===== config.mk =====
export PLATFORM = sky130hd
export DESIGN_NAME = fetch_ctrl
export DESIGN_NICKNAME = d
export VERILOG_FILES = /design/src/rtl/mips_pkg.sv /design/src/rtl/fetch_npc.sv /design/src/rtl/fetch_ctrl.sv
export SDC_FILE = /design/constraint.sdc
export NUM_CORES = 1
export LEC_CHECK = 0
export CAP_MARGIN = 20
export CORE_MARGIN = 3
export CORE_UTILIZATION = 48
export CTS_BUF_LIST = sky130_fd_sc_hd__clkbuf_8
export DETAILED_ROUTE_END_ITERATION = 8
export GPL_TIMING_DRIVEN = 1
export PLACE_DENSITY = 0.86
export SYNTH_ARGS = -nofsm -noshare
export SYNTH_HDL_FRONTEND = slang
export SYNTH_SLANG_ARGS = --single-unit

===== constraint.sdc =====
create_clock -name clk -period 3.75 [get_ports clk]
set_input_delay 0.5625 -clock clk [delete_from_list [all_inputs] [get_ports clk]]
set_output_delay 0.5625 -clock clk [all_outputs]
set_load 0.1 [all_outputs]

===== src/rtl/mips_pkg.sv =====
// mips_pkg -- shared types and constants for the instruction fetch path.
//   fetch_state_t    : fetch controller FSM encoding
//   DEFAULT_RESET_PC : boot fetch address
//   WORD_W / IMM_W / JIDX_W : word, branch immediate and jump index widths
package mips_pkg;

  localparam int WORD_W = 32;
  localparam int IMM_W  = 16;
  localparam int JIDX_W = 26;

  localparam logic [WORD_W-1:0] DEFAULT_RESET_PC = 32'h0000_3000;

  typedef enum logic [1:0] {
    IDLE  = 2'd0,
    FETCH = 2'd1,
    ISSUE = 2'd2,
    HALT  = 2'd3
  } fetch_state_t;

endpackage


===== src/rtl/fetch_npc.sv =====
// fetch_npc -- combinational next-PC selection.
// Ports:
//   pc       in  current instruction address
//   br_taken in  branch resolved taken
//   br_off   in  signed word offset from pc+4
//   jmp      in  J-type jump (overrides br_taken)
//   jmp_idx  in  26-bit jump index
//   npc      out next fetch address (all arithmetic wraps mod 2^32)
module fetch_npc
  import mips_pkg::*;
(
  input  logic [WORD_W-1:0] pc,
  input  logic              br_taken,
  input  logic [IMM_W-1:0]  br_off,
  input  logic              jmp,
  input  logic [JIDX_W-1:0] jmp_idx,
  output logic [WORD_W-1:0] npc
);

  logic [WORD_W-1:0] pc_plus4;
  logic [WORD_W-1:0] br_tgt;
  logic [WORD_W-1:0] jmp_tgt;

  assign pc_plus4 = pc + 32'd4;

  // Offset is in words: sign-extend then scale by 4 before adding.
  assign br_tgt  = pc_plus4 + {{(WORD_W-IMM_W-2){br_off[IMM_W-1]}}, br_off, 2'b00};

  // Jump stays inside the 256 MB region of the delay-slot address.
  assign jmp_tgt = {pc_plus4[WORD_W-1:WORD_W-4], jmp_idx, 2'b00};

  always_comb begin
    npc = pc_plus4;
    if (jmp)           npc = jmp_tgt;
    else if (br_taken) npc = br_tgt;
  end

endmodule


===== src/rtl/fetch_ctrl.sv =====
// fetch_ctrl -- single-outstanding instruction fetch controller.
// FSM: IDLE (one bubble after reset) -> FETCH (request until ack)
//      -> ISSUE (hold ir until advance) -> FETCH or HALT (terminal).
// Ports:
//   clk, rst              clock, async active-high reset
//   imem_req/addr         read request, address == pc
//   imem_ack/rdata        one-cycle response, data valid with ack
//   ir_valid, ir, pc      current instruction and its address
//   advance               consumer takes ir (ISSUE only)
//   br_taken, br_off      taken branch and word offset for ir
//   jmp, jmp_idx          J-type jump for ir (wins over branch)
//   halt, halted          stop after ir retires / stopped
// Optional FETCH_CTRL_PERF_EN adds fetch_cnt (accepted acks) and
// stall_cnt (ISSUE cycles with advance=0), both wrapping.
module fetch_ctrl
  import mips_pkg::*;
#(
  parameter logic [WORD_W-1:0] RESET_PC = DEFAULT_RESET_PC
) (
  input  logic              clk,
  input  logic              rst,
  output logic              imem_req,
  output logic [WORD_W-1:0] imem_addr,
  input  logic              imem_ack,
  input  logic [WORD_W-1:0] imem_rdata,
  output logic              ir_valid,
  output logic [WORD_W-1:0] ir,
  output logic [WORD_W-1:0] pc,
  input  logic              advance,
  input  logic              br_taken,
  input  logic [IMM_W-1:0]  br_off,
  input  logic              jmp,
  input  logic [JIDX_W-1:0] jmp_idx,
  input  logic              halt,
  output logic              halted
`ifdef FETCH_CTRL_PERF_EN
  ,
  output logic [WORD_W-1:0] fetch_cnt,
  output logic [WORD_W-1:0] stall_cnt
`endif
);

  // Word alignment of the boot address is forced rather than trusted.
  localparam logic [WORD_W-1:0] BOOT_PC = {RESET_PC[WORD_W-1:2], 2'b00};

  fetch_state_t      state, state_nxt;
  logic              ld_ir;   // accept ack: capture instruction
  logic              ld_pc;   // retire ir: move to next PC
  logic [WORD_W-1:0] npc;

  fetch_npc u_npc (
    .pc       (pc),
    .br_taken (br_taken),
    .br_off   (br_off),
    .jmp      (jmp),
    .jmp_idx  (jmp_idx),
    .npc      (npc)
  );

  always_ff @(posedge clk or posedge rst) begin
    if (rst) state <= IDLE;
    else     state <= state_nxt;
  end

  // Outputs decode straight from state so reset clears them at once.
  always_comb begin
    state_nxt = state;
    imem_req  = 1'b0;
    halted    = 1'b0;
    ld_ir     = 1'b0;
    ld_pc     = 1'b0;
    unique case (state)
      IDLE:  state_nxt = FETCH;
      FETCH: begin
        imem_req = 1'b1;
        if (imem_ack) begin
          ld_ir     = 1'b1;
          state_nxt = ISSUE;
        end
      end
      ISSUE: begin
        if (advance) begin
          ld_pc     = 1'b1;
          state_nxt = halt ? HALT : FETCH;
        end
      end
      HALT:    halted = 1'b1;
      default: state_nxt = IDLE;
    endcase
  end

  always_ff @(posedge clk or posedge rst) begin
    if (rst) begin
      pc       <= BOOT_PC;
      ir       <= '0;
      ir_valid <= 1'b0;
    end else begin
      if (ld_ir) begin
        ir       <= imem_rdata;
        ir_valid <= 1'b1;
      end
      if (ld_pc) begin
        pc       <= npc;
        ir_valid <= 1'b0;
      end
    end
  end

  assign imem_addr = pc;

`ifdef FETCH_CTRL_PERF_EN
  always_ff @(posedge clk or posedge rst) begin
    if (rst) begin
      fetch_cnt <= '0;
      stall_cnt <= '0;
    end else begin
      if (ld_ir)                       fetch_cnt <= fetch_cnt + 32'd1;
      if (state == ISSUE && !advance)  stall_cnt <= stall_cnt + 32'd1;
    end
  end
`endif

endmodule

### After elaboration in Yosys (flattened, before gate mapping)

Index checks and enable logic that the tools add are counted.

* add/sub/neg operators: 2
* eq/ne operators: 5
* mux-type cells: 14
* reduce and logical (&&, ||, !) cells: 4

Operator list (count)
* $mux 32: 2
* $add 32x3->32 const B: 1
* $add 32x32->32: 1
* $mux 1: 8
* $mux 2: 3
* $pmux 2 s3: 1
* $eq 2x2->1 const B: 2
* $ne 2x2->1 const B: 2
* $reduce_and 3->1: 1
* $reduce_bool 3->1: 1
* $eq 2x1->1 const B: 1
* $logic_not 2->1: 1
* $reduce_bool 2->1: 1

* bits in registers: 67
* input port bits: 81
* word-level logic and storage cells: 29

### Longest topological paths before layout

Gate-level depths: netlist of the first run.

* depth after elaboration: 4
* gate-level depth with buffers: 17
* mapped depth without buffers: 17

### By module

A second synthesis of the first run with hierarchy kept.

* cell total of the unflattened synthesis: 604
* area, all modules: 5601.6 µm²

Modules (own cells, without submodules)
* fetch_ctrl: times used 1, cells an instance 188, area an instance 2840.2 µm²
* fetch_npc: times used 1, cells an instance 416, area an instance 2761.4 µm²

### Least setup slack after synthesis of the first run

OpenSTA, ideal clock, no wires.

* path kind: register to register
* from: reg pc[4], in the netlist imem_addr[4]
* to: reg pc[28], in the netlist imem_addr[28]
* data arrival time: 4105 ps
* required time: 3672 ps
* path slack: -433 ps
* cell stages (with the launch flop): 18
* path buffers: 1
* path through: dfrtp_1 > and4_4 > and4_2 > nand3_1 > nor2b_1 > xor2_1 > ha_1 > clkbuf_1 > and4_1 > nand2_1 > o21ai_0 > nand3b_1 > o21ai_2 > o21ai_0 > a221oi_1 > xnor2_1 > mux2i_1 > a21oi_1

* longest elaborated chain between the ends: 4

RTL lines
* start: declaration: line fetch_ctrl.sv:28 `output logic [WORD_W-1:0] pc,`
* start signal: assignment: line fetch_ctrl.sv:103 `pc <= npc;`
* $add 32x3->32 *: line fetch_npc.sv:24 `assign pc_plus4 = pc + 32'd4;`
* $add 32x32->32: line fetch_npc.sv:27 `assign br_tgt = pc_plus4 + {{(WORD_W-IMM_W-2){br_off[IMM_W-1]}}, br_off, 2'b00};`
* $mux 32: line fetch_npc.sv:35 `else if (br_taken) npc = br_tgt;`
* $mux 32 *: line fetch_npc.sv:34 `if (jmp) npc = jmp_tgt;`

Every way passes the cells marked *; elsewhere a longest branch is shown, timed or not.
A chain may end at the register's enable or synchronous reset.

### Worst setup path after layout of the first run

* from: reg pc[13], in the netlist imem_addr[13]
* to: reg pc[28], in the netlist imem_addr[28]

Same word-level chain as after synthesis.

==> metrics.cfg, run 1 <==
[yosys]
syn-instance-count = 624
synth_most_common_cell = nand2_1
synthTopCellsByArea = dfrtp_1, ha_1, mux2_2
synth_area_leader_cell = dfrtp_1
yosysTopAreaCellShare_pct = 28.83
async_flop_share_pct = 100.0
synth_cell_type_count = 69
ys_ff_latch = 65
syn_avg_cell_area_um2 = 8.762
syn_area_um2 = 5468
synthFlopType = dfrtp_1
yosys-top-cells-count = nand2_1, dfrtp_1, a21oi_1, nor2_1, ha_1
synth_edf_count = 0
yosysWarnings = 0
yosysSeqAreaShare_pct = 29.79

[sta]
skew_ns = 0.01412
holdWs_ns = 0.5053
finalHoldViolations = 0
fmax_mhz = 277.9
layout_min_cycle_time_ns = 3.598
worst_slack_ns = 0.1522
rsz0062_at_grt = yes
slew_headroom_pct = 31.19
worst_pin_slew_ns = 1.029
drv_slew = 0
fin_crit_sh_pct = 95.94
setup_violations = 0

[drt]
wl_per_cell_um = 18.80
drcViolationCount = 0
final_antenna_net_count = 0
vias = 5341
wl_met2_um = 8453
firstDrtPassIters = 5
dr.max_layer_used = met4
routed_wl_um = 17220
initialDrtViolationCount = 577
wl_met1_um = 7137
met3_length_um = 1196
viasPerCell = 5.831

[clock_network]
clock-root-buffer = clkbuf_8
clock_latency_ns = 0.35
cts_tree = built
clockBufferDepth = 2
numCtsBuffers = 9
cts.sinks = 65
path_clk_slew_ns = 0.09
cts_hold_buf = 0
htreeDepth = 3

[setup_path]
cp_max_fo = 6
critPathRequiredTime_ns = 4.02
cp-start-kind = flip-flop
r2r_slack_ns = 0.15
reg2reg_to = imem_addr[28]
cp-end-kind = flip-flop
crit_path_cell_trace = and4_1 -> nand3_2 -> nor3_4 -> buf_4 -> xor2_2 -> ha_1 -> a21o_1 -> a211oi_2 -> nand3b_1 -> o21ai_2 -> o21ai_1 -> a221oi_2 -> xnor2_1 -> mux2i_1 -> a21oi_1
cp_top_family = compound AO/OA/AOI/OAI gates
critical_path_class = flip-flop to flip-flop
cp_slowest_cell = dfstp_2
worstPathArrival_ns = 3.87
crit-reg2reg-launch = imem_addr[13]
slowest_delay_ns = 0.61
critical_path_buf_inv_count = 1
reg2reg_depth = 15

[status]
status = finished clean

[floorplan]
fp.dieW_um = 112.7
dieArea_um2 = 12710
die_h_um = 112.7
io_pins = 180
start_util_pct = 49.78
fp-row-count = 38
fp.coreArea_um2 = 10980

[placed_design]
dp_slack_ns = 0.003411
hpwl_um = 13090
port_buffers = 175
dp.cells = 896
gp_congestion = 0.9539

[hold_path]
min_to = ir_valid
worstHoldPathCells = 2
hp-class = flip-flop to flip-flop
min_from = ir_valid

[flow_run]
maxCapViolations = 0

[final_layout]
drive_gt1_share_pct = 15.59
insertedDiodeCount = 0
nets = 895
finalNonFillerCells = 916
syn2layout_area_growth_pct = 37.48
fin_util_pct = 68.44

[global_routing]
grt-ovfl-total = 0
antenna_found_initial = 0
grt_pass1_wl_um = 27300
grtUsageTotal_pct = 26.15
grt_pass1_vias = 5350
grt_start_max_net_pins = 33

## per-layer routing
metal	track usage, %	up-vias
li1	-	2504
met1	34.01	2544
met2	44.91	255
met3	2.888	38
met4	9.776	0
met5	0	-
## flip-flops by register name, summed over array words and instances (netlist names)
register,cells
imem_addr,30
ir,32
ir_valid,1
state,2
## per-stage QoR
stage / instance area, µm² / TNS (ns)
global placement: 7169 / 0
floorplan: 5499 / -0.05909
finish: 7517 / 0
detailed placement: 7169 / 0
global route: 7517 / -0.06334
CTS: 7381 / 0
## layout make-up
| class | instances | area [µm²] |
|---|---|---|
| clock buffer | 9 | 123.9 |
| tap | 140 | 175.2 |
| multi-input combinational | 487 | 3556 |
| clock inverter | 7 | 80.08 |
| fill | 839 | 3466 |
| sequential | 65 | 1643 |
| timing repair buffer | 192 | 1879 |
| inverter | 16 | 60.06 |
## kinds of logic after synthesis
| kind of cell | count (synthesis) | share of synthesized area [%] |
|---|---|---|
| simple gates | 181 | 16.34 |
| compound gates | 166 | 19.68 |
| buf+inv | 75 | 7.574 |
| flops | 65 | 29.79 |
| xor+xnor | 53 | 8.490 |
| fa+ha+maj | 43 | 9.977 |
| mux | 40 | 8.078 |
| other cells | 1 | 0.06858 |
## worst max-delay path by stage
stage | depth (start not counted) | slack [ns] | to | from
after floorplan | 17 | -0.06 | imem_addr[28] | imem_addr[4]
after global placement | 13 | 0.14 | imem_addr[28] | br_off[0]
after detailed placement | 16 | 0.003 | imem_addr[28] | imem_addr[5]
after CTS | 16 | 0.01 | imem_addr[28] | imem_addr[5]
after global routing | 15 | -0.03 | imem_addr[28] | imem_addr[13]
final | 15 | 0.15 | imem_addr[28] | imem_addr[13]
## worst min-delay path: stages, from the launching register on
cell and delay [ns]:
dfrtp_1 0.35, a21oi_1 0.04, nor2_1 0.08
## what timing repair did
action                     in CTS  in global routing
setup endpoints to repair       1                 13
pin swaps                       1                  4
resized for setup               0                 25
buffers inserted                1                  3
## cells in the final DEF (no fill, tap or decap), types with 3 or more instances in the layout
cell | synthesis | final
nor2b_1 | 3 | 3
xor2_1 | 18 | 16
nand4_1 | 10 | 10
mux2_2 | 33 | 33
a21oi_1 | 51 | 48
o211ai_1 | 10 | 10
xnor2_2 | 0 | 3
clkinv_4 | 0 | 3
buf_4 | 35 | 17
nor2_1 | 45 | 42
o21ai_0 | 33 | 32
and4_4 | 2 | 3
clkbuf_8 | 0 | 9
dfrtp_2 | 0 | 11
a21oi_2 | 1 | 4
conb_1 | 1 | 4
nand2_1 | 70 | 70
o22ai_1 | 5 | 4
o21a_1 | 5 | 5
nor3_1 | 8 | 8
and4_1 | 4 | 3
clkdlybuf4s50_1 | 0 | 175
o21ai_1 | 2 | 3
nor2_2 | 1 | 4
ha_2 | 0 | 3
mux2i_1 | 7 | 7
inv_1 | 16 | 15
ha_1 | 42 | 38
dfrtp_1 | 63 | 52
nand3_1 | 15 | 13
a21o_1 | 18 | 18
a211oi_1 | 10 | 9
o21bai_1 | 3 | 3
a221oi_1 | 5 | 4
xnor2_1 | 35 | 32
and3_1 | 5 | 5
Power of run 1 is not shown: default switching activity piles up to over one toggle a cycle in this logic, so the estimate is an artifact.
==> inputs of run 2 (changes only) <==
--- a/config.mk
+++ b/config.mk
@@ -6,6 +6,7 @@
 export NUM_CORES = 1
 export LEC_CHECK = 0
 export CAP_MARGIN = 20
+export CORE_ASPECT_RATIO = 0.75
 export CORE_MARGIN = 3
 export CORE_UTILIZATION = 48
 export CTS_BUF_LIST = sky130_fd_sc_hd__clkbuf_8
==> run 2 against run 1 <==
Against the previous run:
- via count grew 1.6%
- first-iteration DRC count grew 1.6%
- global-route usage grew 0.28 points
- critical path type unchanged
- design area grew 0.70%
- worst hold slack gained 0.0024 ns
==> metrics.cfg, run 2 (synthesis results as in run 1) <==
[status]
status = finished clean

[clock_network]
clockBufferDepth = 2  ; unchanged
clock-root-buffer = clkbuf_8
path_clk_slew_ns = 0.08  ; about the same
clock_latency_ns = 0.36  ; about the same
cts_tree = built
numCtsBuffers = 9  ; unchanged
cts_hold_buf = 0  ; unchanged
htreeDepth = 3  ; unchanged
cts.sinks = 65  ; unchanged

[setup_path]
cp_slowest_cell = dfrtp_2
cp-end-kind = flip-flop
slowest_delay_ns = 0.43  ; -0.18 ns
crit_path_cell_trace = and4_4 -> and4_4 -> nand3_2 -> nor2_2 -> xor2_2 -> ha_1 -> a21o_1 -> o21bai_1 -> nand2_2 -> or3_1 -> or3_4 -> a21oi_2 -> mux2i_1 -> a2bb2oi_1
worstPathArrival_ns = 3.92  ; +0.05 ns
cp-start-kind = flip-flop
critPathRequiredTime_ns = 4.04  ; +0.02 ns
critical_path_buf_inv_count = 0  ; -1
worst_path_most_repeated_cell = and4_4
cp_max_fo = 7  ; +1
critical_path_class = flip-flop to flip-flop
cp_top_family = simple AND/OR/NAND/NOR gates

[sta]
skew_ns = 0.008366  ; -0.005753 ns
worst_slack_ns = 0.1208  ; -0.03144 ns
drv_slew = 0  ; unchanged
fin_crit_sh_pct = 96.78  ; +0.84 points
finalHoldViolations = 0  ; unchanged
layout_min_cycle_time_ns = 3.629  ; +0.03144 ns
worst_pin_slew_ns = 1.040  ; +0.01076 ns
slew_headroom_pct = 30.47  ; -0.72 points
fmax_mhz = 275.5  ; -0.87%
setup_violations = 0  ; unchanged
rsz0062_at_grt = yes
tns_ns = 0  ; unchanged

[placed_design]
dp_slack_ns = 0.03544  ; +0.03203 ns
port_buffers = 175  ; unchanged
gp_congestion = 0.9231  ; -3.2%
hpwl_um = 13240  ; +1.1%
dpl_cell_area_um2 = 7177  ; +0.10%

[global_routing]
antenna_found_initial = 0  ; unchanged
grt_pass1_wl_um = 26680  ; -2.3%
grt-ovfl-total = 0  ; unchanged
grtUsageTotal_pct = 26.43  ; +0.28 points
grt_start_max_net_pins = 36  ; +9.1%
grt_pass1_vias = 5097  ; -4.7%

[drt]
firstDrtPassIters = 6  ; +1
vias = 5424  ; +1.6%
final_antenna_net_count = 0  ; unchanged
drcViolationCount = 0  ; unchanged
viasPerCell = 5.896  ; +1.1%
routed_wl_um = 17510  ; +1.7%
wl_per_cell_um = 19.03  ; +1.2%
initialDrtViolationCount = 586  ; +1.6%

[hold_path]
hp-class = flip-flop to flip-flop

[final_layout]
regMostFlops = ir
final_cell_mix = clkdlybuf4s50_1, nand2_1, dfrtp_1, a21oi_1, nor2_1
nets = 899  ; +0.45%
syn2layout_area_growth_pct = 38.44
largest_register_ffs = 32  ; unchanged
final_common_cell = clkdlybuf4s50_1
drive_gt1_share_pct = 16.15  ; +0.56 points
fin_area_um2 = 7570  ; +0.70%
insertedDiodeCount = 0  ; unchanged

[floorplan]
fp.coreArea_um2 = 11020  ; +0.38%
die_h_um = 98.43  ; -13%
fp-row-count = 33  ; -13%
start_util_pct = 49.60  ; -0.19 points
io_pins = 180  ; unchanged
dieArea_um2 = 12720  ; +0.10%
fp.dieW_um = 129.2  ; +15%

[flow_run]
maxCapViolations = 0  ; unchanged

-- run 2: per-stage QoR --
step	cells	hold slack (ns)	util, %
after global placement	897	0.4854	65.10
after detailed placement	897	0.4929	65.10
after CTS	914	0.5110	67.02
final	920	0.5077	68.66
after floorplan	627	0.5995	-
after global routing	920	0.5143	68.66
-- run 2: area by class of cell --
class                      count  area [µm²]
clock inverter                 6       66.31
sequential                    65        1643
fill                         843        3455
tap                          140       175.2
clock buffer                  10       137.6
multi-input combinational    487        3578
timing repair buffer         196        1909
inverter                      16       60.06
-- run 2: what timing repair did --
item | CTS | global route
gates cloned | 0 | 0
pin swaps | 1 | 9
resized for setup | 0 | 27
setup endpoints to repair | 1 | 13
setup buffers | 1 | 6
-- run 2: path summary, 6_finish.rpt --
check                      cells past startpoint    startpoint            end  slack (ns)
max in group asynchronous                      3           rst         ir[26]        2.30
setup reg to reg                              14  imem_addr[5]  imem_addr[30]        0.12
min in group asynchronous                      2           rst  imem_addr[26]        0.67
hold / removal                                 1         ir[9]          ir[9]        0.51
hold reg to reg                                1         ir[9]          ir[9]        0.51
setup / recovery                              14  imem_addr[5]  imem_addr[30]        0.12
-- run 2: per-layer routing --
layer  routed length [µm]  vias to the layer above  GRT usage, %
met4                  476                        2         9.524
li1                     -                     2502             -
met2                 8146                      279         42.79
met3                 1378                       48         5.092
met1                 7500                     2593         35.32
met5                    6                        -             0
Power of run 2 is left out for the same reason.
==> inputs of run 3 (changes only) <==
--- a/config.mk
+++ b/config.mk
@@ -6,10 +6,11 @@
 export NUM_CORES = 1
 export LEC_CHECK = 0
 export CAP_MARGIN = 20
-export CORE_ASPECT_RATIO = 0.75
-export CORE_MARGIN = 3
+export CORE_ASPECT_RATIO = 0.9
+export CORE_MARGIN = 4
 export CORE_UTILIZATION = 48
 export CTS_BUF_LIST = sky130_fd_sc_hd__clkbuf_8
+export CTS_CLUSTER_SIZE = 25
 export DETAILED_ROUTE_END_ITERATION = 8
 export GPL_TIMING_DRIVEN = 1
 export PLACE_DENSITY = 0.86
==> run 3 against run 2 <==
Against the previous run:
- maximum frequency down 1.6%
- critical endpoint unchanged
- die area rose by 3.5%
- register-to-register slack lost 0.06 ns
- clock-buffer cell count decreased by 1
- highest routed layer is now met4
- final cell count is 1.5% higher
- critical path depth down 1
- utilization up 0.83 points
==> metrics.cfg, run 3 (synthesis results as in run 1) <==
[status]
status = finished clean

[final_layout]
insertedDiodeCount = 0  ; unchanged
n_fill_cell = 849  ; +0.71%
final_common_cell = clkdlybuf4s50_1
regMostFlops = ir
drive_gt1_share_pct = 16.88  ; +0.73 points
register_area_um2 = 1643  ; unchanged
nets = 901  ; +0.22%
syn2layout_area_growth_pct = 39.68
multiInputGateArea_um2 = 3616  ; +1.0%
final_cell_mix = clkdlybuf4s50_1, nand2_1, dfrtp_1, a21oi_1, nor2_1
largest_register_ffs = 32  ; unchanged

[setup_path]
startpoint = imem_addr[13]
cp_max_fo = 6  ; -1
critPathRequiredTime_ns = 4.04  ; about the same
crit_end = imem_addr[30]
critical_path_class = flip-flop to flip-flop
cp-end-kind = flip-flop
crit-reg2reg-launch = imem_addr[13]
worstPathArrival_ns = 3.98  ; +0.06 ns
reg2reg_depth = 13  ; -1
cp-start-kind = flip-flop
r2r_slack_ns = 0.06  ; -0.06 ns
reg2reg_to = imem_addr[30]

[sta]
fmax_mhz = 271.2  ; -1.6%
slew_headroom_pct = 30.35  ; -0.12 points
skew_ns = 0.01293  ; +0.004560 ns
drv_slew = 0  ; unchanged
layout_min_cycle_time_ns = 3.687  ; +0.05748 ns
tns_ns = 0  ; unchanged
setup_violations = 0  ; unchanged
finalHoldViolations = 0  ; unchanged
rsz0062_at_grt = yes
fin_crit_sh_pct = 98.31  ; +1.5 points
worst_pin_slew_ns = 1.041  ; +0.001735 ns

[floorplan]
io_pins = 180  ; unchanged
fp-row-count = 36  ; +9.1%
fp.dieW_um = 120.5  ; -6.8%
dieArea_um2 = 13160  ; +3.5%
fp.coreArea_um2 = 10990  ; -0.31%
die_h_um = 109.3  ; +11%
start_util_pct = 49.75  ; +0.15 points

[global_routing]
grt_pass1_wl_um = 27970  ; +4.9%
grtUsageMet2_pct = 43.88  ; +1.1 points
met3_usage_pct = 4.461  ; -0.63 points
grt-ovfl-total = 0  ; unchanged
grtUsageTotal_pct = 26.44  ; about the same
antenna_found_initial = 0  ; unchanged
busiest_layer = met2
grt_pass1_vias = 5408  ; +6.1%
grt_start_max_net_pins = 40  ; +11%
gr-usage-met1_pct = 34.87  ; -0.45 points

[drt]
viasPerCell = 5.825  ; -1.2%
vias = 5441  ; +0.31%
final_antenna_net_count = 0  ; unchanged
wl_per_cell_um = 19.48  ; +2.4%
initialDrtViolationCount = 439  ; -25%
drcViolationCount = 0  ; unchanged
routed_wl_um = 18200  ; +3.9%
firstDrtPassIters = 6  ; unchanged

[hold_path]
hp-class = flip-flop to flip-flop

[placed_design]
hpwl_um = 13460  ; +1.7%
gp_congestion = 0.9271  ; +0.43%
port_buffers = 175  ; unchanged

[clock_network]
clockBufferDepth = 2  ; unchanged
htreeDepth = 3  ; unchanged
path_clk_slew_ns = 0.08  ; about the same
clock_latency_ns = 0.36  ; about the same
cts.sinks = 65  ; unchanged
clock-root-buffer = clkbuf_8
numCtsBuffers = 9  ; unchanged
cts_tree = built
cts_hold_buf = 0  ; unchanged

[flow_run]
maxCapViolations = 0  ; unchanged

## run 3: cell types whose count changed in the layout (fill, tap and decap cells not counted), moves of 2 or more
cell and change:
clkinv_4 +3, ha_2 -3, ha_4 +3, buf_4 +2, clkinvlp_4 -2
## run 3: worst min path at each step
stage,startpoint,endpoint,slack (ns),cells after the start
2_1_floorplan,state[0],state[0],0.60,2
3_3_place_gp,ir_valid,ir_valid,0.48,2
3_5_place_dp,ir[17],ir[17],0.49,1
4_1_cts,ir[17],ir[17],0.51,1
5_1_grt,ir[17],ir[17],0.53,1
6_report,ir[17],ir[17],0.51,1
## run 3: cell type report
| class | instances | area share (%) |
|---|---|---|
| clock buffer | 9 | 1.622 |
| clock inverter | 7 | 1.048 |
| inverter | 16 | 0.7864 |
| multi-input combinational | 487 | 47.35 |
| sequential | 65 | 21.51 |
| tap | 152 | 2.490 |
| timing repair buffer | 198 | 25.20 |
## run 3: stage by stage
step           setup slack, ns  std cells  utilization (%)  area (µm²)  hold slack [ns]
6_report               0.06327        934            69.49        7637           0.5088
5_1_grt                -0.1397        934            69.49        7637           0.5254
4_1_cts               0.001204        925            67.29        7396           0.5123
3_5_place_dp           0.03528        909            65.44        7192           0.4939
3_3_place_gp           0.02644        909            65.44        7192           0.4832
2_1_floorplan         -0.05909        627                -        5499           0.5995
## run 3: what timing repair did
action	4_1_cts	5_1_grt
hold endpoints to repair	0	0
setup buffers	0	9
endpoints found under the setup margin	0	10
gates resized for setup	0	31
## run 3: per-layer routing
metal / vias up / routed length, µm / share of wire, %
met5: - / 0 / 0
met4: 0 / 490 / 2.7
met1: 2626 / 7526 / 41
met3: 39 / 1409 / 7.7
li1: 2512 / - / -
met2: 264 / 8771 / 48
## run 3: critical path, stage by stage, from the launching register on
cell and delay (ns):
dfstp_2 0.60, and4_4 0.26, nand3_2 0.14, nor3_4 0.31, buf_4 0.20, nand3_1 0.12
xnor2_2 0.24, ha_4 0.34, nand4_1 0.10, or3_1 0.38, or3_4 0.41, a21oi_2 0.15
mux2i_1 0.20, a2bb2oi_1 0.16
Power of run 3 is left out for the same reason.
